`config.mk`:
```
export PLATFORM = sky130hd
export DESIGN_NAME = uart_frame_packer
export DESIGN_NICKNAME = d
export VERILOG_FILES = /design/src/rtl/uart_frame_packer.sv
export SDC_FILE = /design/constraint.sdc
export NUM_CORES = 1
export LEC_CHECK = 0
export CAP_MARGIN = 0
export CELL_PAD_IN_SITES_DETAIL_PLACEMENT = 1
export CELL_PAD_IN_SITES_GLOBAL_PLACEMENT = 1
export CORE_MARGIN = 3
export CORE_UTILIZATION = 35
export CTS_BUF_LIST = sky130_fd_sc_hd__clkbuf_8
export CTS_CLUSTER_DIAMETER = 100
export DETAILED_ROUTE_END_ITERATION = 12
export PLACE_DENSITY = 0.72
export SLEW_MARGIN = 20
export SYNTH_ARGS = -nofsm -noshare
export SYNTH_HDL_FRONTEND = slang
export SYNTH_SLANG_ARGS = --single-unit
```
`constraint.sdc`:
```
create_clock -name Clock -period 5.9 [get_ports Clock]
set_input_delay 0.885 -clock Clock [delete_from_list [all_inputs] [get_ports Clock]]
set_output_delay 0.885 -clock Clock [all_outputs]
set_load 0.02 [all_outputs]
```
`src/rtl/uart_frame_packer.sv`:
```
// Frames ADC bytes drained from the DataStorage FIFO as SYNC, SEQ, LEN, payload, CSUM
// and hands them one at a time to the TxDWrapper UART channel.
module uart_frame_packer #(
    parameter int         PAYLOAD_LEN = 64,
    parameter logic [7:0] SYNC_BYTE   = 8'hAA,
    parameter logic [7:0] PAD_BYTE    = 8'h00,
    parameter int         TIMEOUT     = 1000000
) (
    input  logic        Clock,
    input  logic        Reset,
    input  logic        Enable,
    input  logic        FifoReadyToSend,
    output logic        FifoReadEnable,
    input  logic        FifoDataValid,
    input  logic [7:0]  FifoData,
    input  logic        TxBusy,
    output logic        TxLatch,
    output logic [7:0]  TxData,
    output logic        FrameActive,
    output logic        Underrun,
    output logic [15:0] FrameCount
);

    localparam int              TO_W     = $clog2(TIMEOUT + 1);
    localparam logic [7:0]      LEN_BYTE = 8'(PAYLOAD_LEN);
    localparam logic [TO_W-1:0] TO_LAST  = TO_W'(TIMEOUT - 1);

    typedef enum logic [2:0] {
        ST_IDLE,
        ST_SYNC,
        ST_SEQ,
        ST_LEN,
        ST_REQ,
        ST_WAIT,
        ST_SEND,
        ST_CSUM
    } state_t;

    state_t          state;
    state_t          state_next;
    logic [7:0]      seq_cnt;
    logic [7:0]      csum_acc;
    logic [7:0]      pay_idx;
    logic [7:0]      pay_byte;
    logic [7:0]      tx_data_q;
    logic [7:0]      cur_byte;
    logic [7:0]      idx_next;
    logic [TO_W-1:0] timeout_cnt;
    logic            pad_flag;
    logic            latch_prev;
    logic            send_state;
    logic [15:0]     frame_count_q;

    // A byte goes out only when the UART is idle and we did not latch last cycle,
    // which hides a TxBusy that rises one cycle late.
    always_comb begin
        send_state = (state == ST_SYNC) || (state == ST_SEQ) || (state == ST_LEN) ||
                     (state == ST_SEND) || (state == ST_CSUM);
        TxLatch    = send_state && !TxBusy && !latch_prev;
        idx_next   = pay_idx + 8'd1;
        case (state)
            ST_SYNC: cur_byte = SYNC_BYTE;
            ST_SEQ:  cur_byte = seq_cnt;
            ST_LEN:  cur_byte = LEN_BYTE;
            ST_SEND: cur_byte = pad_flag ? PAD_BYTE : pay_byte;
            ST_CSUM: cur_byte = ~csum_acc + 8'd1;
            default: cur_byte = 8'h00;
        endcase
        TxData      = TxLatch ? cur_byte : tx_data_q;
        FrameActive = (state != ST_IDLE);
        FrameCount  = frame_count_q;
    end

    always_comb begin
        state_next     = state;
        FifoReadEnable = 1'b0;
        Underrun       = 1'b0;
        case (state)
            ST_IDLE: if (Enable && FifoReadyToSend) state_next = ST_SYNC;
            ST_SYNC: if (TxLatch) state_next = ST_SEQ;
            ST_SEQ:  if (TxLatch) state_next = ST_LEN;
            ST_LEN:  if (TxLatch) state_next = ST_REQ;
            ST_REQ: begin
                if (FifoReadyToSend) begin
                    FifoReadEnable = 1'b1;
                    state_next     = ST_WAIT;
                end else if (timeout_cnt == TO_LAST) begin
                    // This is the TIMEOUT-th empty cycle: pad out the rest of the frame.
                    Underrun   = 1'b1;
                    state_next = ST_SEND;
                end
            end
            ST_WAIT: if (FifoDataValid) state_next = ST_SEND;
            ST_SEND: begin
                if (TxLatch) begin
                    if (idx_next == LEN_BYTE) state_next = ST_CSUM;
                    else if (pad_flag)        state_next = ST_SEND;
                    else                      state_next = ST_REQ;
                end
            end
            ST_CSUM: if (TxLatch) state_next = ST_IDLE;
            default: state_next = ST_IDLE;
        endcase
    end

    always_ff @(posedge Clock) begin
        if (Reset) begin
            state         <= ST_IDLE;
            seq_cnt       <= 8'h00;
            csum_acc      <= 8'h00;
            pay_idx       <= 8'h00;
            pay_byte      <= 8'h00;
            tx_data_q     <= 8'h00;
            timeout_cnt   <= '0;
            pad_flag      <= 1'b0;
            latch_prev    <= 1'b0;
            frame_count_q <= 16'h0000;
        end else begin
            state      <= state_next;
            latch_prev <= TxLatch;
            if (TxLatch) tx_data_q <= cur_byte;
            case (state)
                ST_IDLE: begin
                    if (state_next == ST_SYNC) begin
                        csum_acc <= 8'h00;
                        pay_idx  <= 8'h00;
                        pad_flag <= 1'b0;
                    end
                end
                ST_SEQ, ST_LEN: if (TxLatch) csum_acc <= csum_acc + cur_byte;
                ST_REQ: begin
                    if (FifoReadyToSend) begin
                        timeout_cnt <= '0;
                    end else if (Underrun) begin
                        timeout_cnt <= '0;
                        pad_flag    <= 1'b1;
                    end else begin
                        timeout_cnt <= timeout_cnt + 1'b1;
                    end
                end
                ST_WAIT: if (FifoDataValid) pay_byte <= FifoData;
                ST_SEND: begin
                    if (TxLatch) begin
                        csum_acc <= csum_acc + cur_byte;
                        pay_idx  <= idx_next;
                    end
                end
                ST_CSUM: begin
                    if (TxLatch) begin
                        seq_cnt       <= seq_cnt + 8'd1;
                        frame_count_q <= frame_count_q + 16'd1;
                        pad_flag      <= 1'b0;
                    end
                end
                default: ;
            endcase
        end
    end

endmodule

```
* Word-level counts from Yosys, hierarchy flattened
Cells that the tools add are included.
** Word-level totals
- Flip-flop bits (word level) :: 81
- Bits in latches :: 0
- Memory bits (writable) :: 0
- ROM bits :: 0
- Bits of input ports :: 14
- Output and inout bits :: 28
- Logic and storage cells :: 85
- Memories kept :: 0
** Operators by class
- Add/sub/neg operators :: 6
- Multiply operators :: 0
- Div/mod/pow operators :: 0
- $lt $le $gt $ge :: 0
- Equality and inequality tests :: 16
- Shift-type cells :: 0
- Muxes and demuxes :: 32
- Bitwise operators :: 1
- Reduce and logical (&&, ||, !) cells :: 20
** Operators by type and width (number)
- 20-bit two-way mux :: 2
- 8-bit two-way mux :: 5
- 8-bit one-hot mux with 5 select lines :: 1
- 8-bit one-hot mux with 2 select lines :: 2
- 3-bit two-way mux :: 9
- 8-bit by 1-bit adder with 8-bit output, second input constant :: 3
- 3-bit one-hot mux with 8 select lines :: 1
- 20-bit by 1-bit adder with 20-bit output, second input constant :: 1
- 20-bit == test, second input constant :: 1
- 16-bit by 1-bit adder with 16-bit output, second input constant :: 1
- 3-bit == test, second input constant :: 4
- 2-bit inequality test, second input constant :: 5
- 1-bit two-way mux :: 9
- 8-bit adder :: 1
- 8-bit by 7-bit == test with 1-bit output, second input constant :: 1
- 8-bit NOT :: 1
- 3-bit by 1-bit == test with 1-bit output, second input constant :: 2
- 3-bit by 2-bit == test with 1-bit output, second input constant :: 2
- 3-bit AND reduction :: 2
- 3-bit nonzero test :: 2
- 5-bit AND reduction :: 1
- 1-bit logical OR :: 4
- 2-bit two-way mux :: 2
- 2-bit AND reduction :: 2
- other kinds (7) :: 11

* Logic depth before layout (Yosys ltp)
- Word-level depth :: 12
- Gate-level depth with buffers :: 13
- Gate-level depth less buffers :: 13

* Worst setup path before layout
No wires, ideal clock.
- Kind :: input-to-output
- From :: in TxBusy
- To :: out TxData[5]
- Data arrival time :: 1.940 ns
- Data required time :: 5.015 ns
- Slack :: 3.075 ns
- Cell stages on the path :: 5
- Path buffers :: 0
- Path through :: nor2_1 o21ai_2 clkinv_1 nor2_1 a21oi_1
** On the way
- Longest elaborated chain between the ends :: 4
** Ends and longest elaborated chain
- start, declared :: line 16 : input logic TxBusy,
- 1-bit logical NOT :: line 59 : TxLatch = send_state && !TxBusy && !latch_prev;
- 1-bit logical AND (2 in a row) :: line 59
- net TxLatch :: line 17 : output logic TxLatch,
- 8-bit two-way mux
- end, declared :: line 18 : output logic [7:0] TxData,
The timed path passes the listed nets, and every way through them passes these cells.

* Final worst setup path
- From :: reg state[2]
- To :: out Underrun
** On the way
- Longest elaborated chain between the ends :: 2
** Ends and longest elaborated chain
- start, declared :: line 39 : state_t state;
- start signal, assigned :: line 119 : state <= state_next;
- 3-bit == test :: line 78 : case (state)
- 1-bit two-way mux :: line 78
- end, declared :: line 20 : output logic Underrun,
No other way between the ends.

==> results.md <==
- Detailed-route via count: around 4100
- Setup total negative slack: 0 ns
- Most frequently used cell type in the post-synthesis netlist: dfxtp_1
- Async set or reset register ratio after synthesis: 0
- Data arrival at the endpoint of the critical path: between 3 and 4 ns
- Seq/Total Area, Yosys: 0.370
- Total I/O pin count: 42
- Area contributors post-synth: dfxtp_1, nor2_1, nand2_1, o21ai_0, a21oi_1
- Insertion delay of the later-clocked pin in the worst-skew pair: 0.38 ns
- Placed Area: roughly 4900 um^2
- Overall power: between 0.001 and 0.0015 W
- Unrepaired setup endpoints after global routing: false
- Remaining Overflow, GRT: 0
- Highest ir drop seen on vdd: around 98 uV
- Fraction of final layout cells sized beyond drive strength 1: 0.0466
- Final Instance Area: roughly 5100 um^2
- Post-layout minimum cycle time: 4.13 ns
- Starting utilization of the core area: 0.361
- Status: completed
- Reg clk slew, reported paths: around 0.090 ns
- Number of rows in the core area: 40
- Synthesis warning total: 0
- Detailed-route wire length: approximately 12000 um
- R2R Setup Slk: between 2 and 2.5 ns
- Flip-flop cell with the highest count after synthesis: dfxtp_1
- Final worst clock skew: 0.0109 ns
- Final slew viol count: 0
- CP Launch Point: state[2]
- Largest area contributor in the netlist: dfxtp_1
- Number of instances resized during post-cts repair: 0
- Startpoint class of the critical path: flop
- Die Outline Area: 13900 um^2
- Largest net degree at the start of global routing: 70
- Number of enable flip-flop cells after synthesis: 0
- Buffer type at the clock tree root: clkbuf_8
- Initial antenna violation count: 0
- Power density over cell area: ~210 nW/um^2
- Class of the most critical setup path: flop to primary output
- DR WL/cell: 15.8 um
- Number of search-and-repair iterations in the first detailed-routing pass: 4
- Startpoint of the worst-slack reg-to-reg timing path: state[0]
- Number of routed nets with antenna violations: 0
- # H-tree levels: 3
- Netlist area before placement: between 4000 and 5000 um^2
- DP HPWL: slightly below 9000 um
- Count of final setup violators: 0
- Synth top cells by count: dfxtp_1, nor2_1, nand2_1
- Required @ worst endpoint: 5.02 ns
- Wire length of the first global-routing pass: approximately 20000 um
- Sink count of the clock tree: 81
- Mapped Avg Cell Area: about 7.8 um^2
- Setup repair bufs after CTS: 0
- Maximum clock rate: roughly 240 MHz
- Total of buffers placed on input and output ports: 41
- Register bit count reported by yosys: 81
- Syn-to-layout area delta: 17.1%
- Number of hold-repair buffers added at the cts stage: 0
- Worst Hold Launch: pay_byte[7]
- Routed via count divided by cell count: ~5.4
- Normalized max-slew margin: 0.354
- Final-report hold violation count: 0
- Net count reported at finish: 623
- DRC violation total after the first TritonRoute iteration: roughly 240
- TritonCTS buffer count: 9
- Total leakage power: roughly 1.8 nW
- Portion of the clock cycle consumed by the worst path in the final layout: 0.699
- Maximum clock path buffer count: 2
- Aggregate global-route resource usage: 0.178
- Cell variety after synth: 56
- Count of non-filler cells in the finished layout: around 770
- CP Capture Type: primary output
- Maximum Capacitance Violations: 0
- Maximum fanout count along the critical path: 27
- Synth Instances: 564
- Post-synth net total: between 500 and 600
- Share of the synthesized area in the top cell type: 0.370
- Hold/Removal Path Class: flop to flop
- Number of global-route vias before repair: around 4100
- Chip height: around 120 um
- TritonCTS clock tree: built
- Placer Congestion: ~0.83
- Diodes inserted: 0
- Worst-margin pin slew: 0.963 ns
- Count of placed standard cells including taps: 753
- Placeable core region: 12100 um^2
- DRC errors left: 0
- Horizontal extent of the die: between 100 and 150 um
==> state kept, by name, indices dropped and copies added (netlist names) <==
register	count
FrameCount	16
csum_acc	8
latch_prev	1
pad_flag	1
pay_byte	8
pay_idx	8
seq_cnt	8
state	3
timeout_cnt	20
tx_data_q	8
==> per-layer routing <==
layer	track usage	up-vias	share of wire
met5	0	-	0
met4	0.0667	0	0.020
met3	0.0413	16	0.033
met2	0.290	56	0.48
met1	0.231	2012	0.47
li1	-	2057	-
==> final cells by class <==
class | instances | area [um^2]
Timing Repair Buffer | 43 | 420
Tap cell | 168 | 210
Clock buffer | 10 | 138
Multi-Input combinational cell | 446 | 2590
Fill cell | 1519 | 6990
Sequential cell | 81 | 1620
Inverter | 15 | 56.3
Clock inverter | 6 | 90.1
==> cell families after synthesis <==
group,share of synthesized area
simple gates,0.287
compound gates,0.188
flops,0.370
buf+inv,0.0380
xor+xnor,0.0600
fa+ha+maj,0.0389
mux,0.0174
==> worst paths after layout <==
check / to / cells past startpoint
worst max-delay path: Underrun / 3
worst min-delay path: pay_byte[7] / 2
worst max register to register: csum_acc[7] / 10
worst min register to register: pay_byte[7] / 2
==> per-stage QoR <==
step           worst slack (ns)   util  hold WS [ns]
2_1_floorplan              3.07      -         0.425
3_3_place_gp               2.02  0.404         0.446
3_5_place_dp               1.96  0.404         0.449
4_1_cts                    1.82  0.423         0.461
5_1_grt                    1.55  0.423         0.482
6_report                   1.77  0.423         0.460
==> critical path, cell delays in order (launching register included) <==
cell	delay (ns)
dfxtp_1	0.90
or3b_1	0.57
nor4_1	0.65
clkdlybuf4s50_1	0.73
==> power breakdown <==
group / internal, W / switching, W
registers: 0.000548 / 0.00000394
clock network: 0.000251 / 0.000222
logic: 0.0000204 / 0.0000321
==> cell usage in the layout (no fill, tap or decap), types with 5 or more instances in the layout <==
| master | netlist | final |
|---|---|---|
| a31oi_1 | 6 | 6 |
| o31ai_1 | 12 | 12 |
| a211oi_1 | 5 | 5 |
| mux2_2 | 5 | 5 |
| nand4_1 | 12 | 12 |
| clkbuf_8 | 0 | 10 |
| a21oi_1 | 37 | 37 |
| dfxtp_1 | 81 | 81 |
| nand3_1 | 24 | 24 |
| xor2_1 | 19 | 19 |
| ha_1 | 12 | 12 |
| nor2b_1 | 15 | 15 |
| and2_1 | 6 | 6 |
| and3_1 | 7 | 7 |
| inv_1 | 14 | 14 |
| a22oi_1 | 8 | 8 |
| nand2_1 | 64 | 64 |
| nor2_1 | 77 | 77 |
| nand3b_1 | 6 | 6 |
| nand2b_1 | 8 | 8 |
| or3_1 | 7 | 7 |
| clkdlybuf4s50_1 | 0 | 40 |
| xnor2_1 | 11 | 11 |
| nor3_1 | 14 | 14 |
| o21ai_0 | 47 | 47 |
Note: power is estimated with default switching activity, not from simulation.
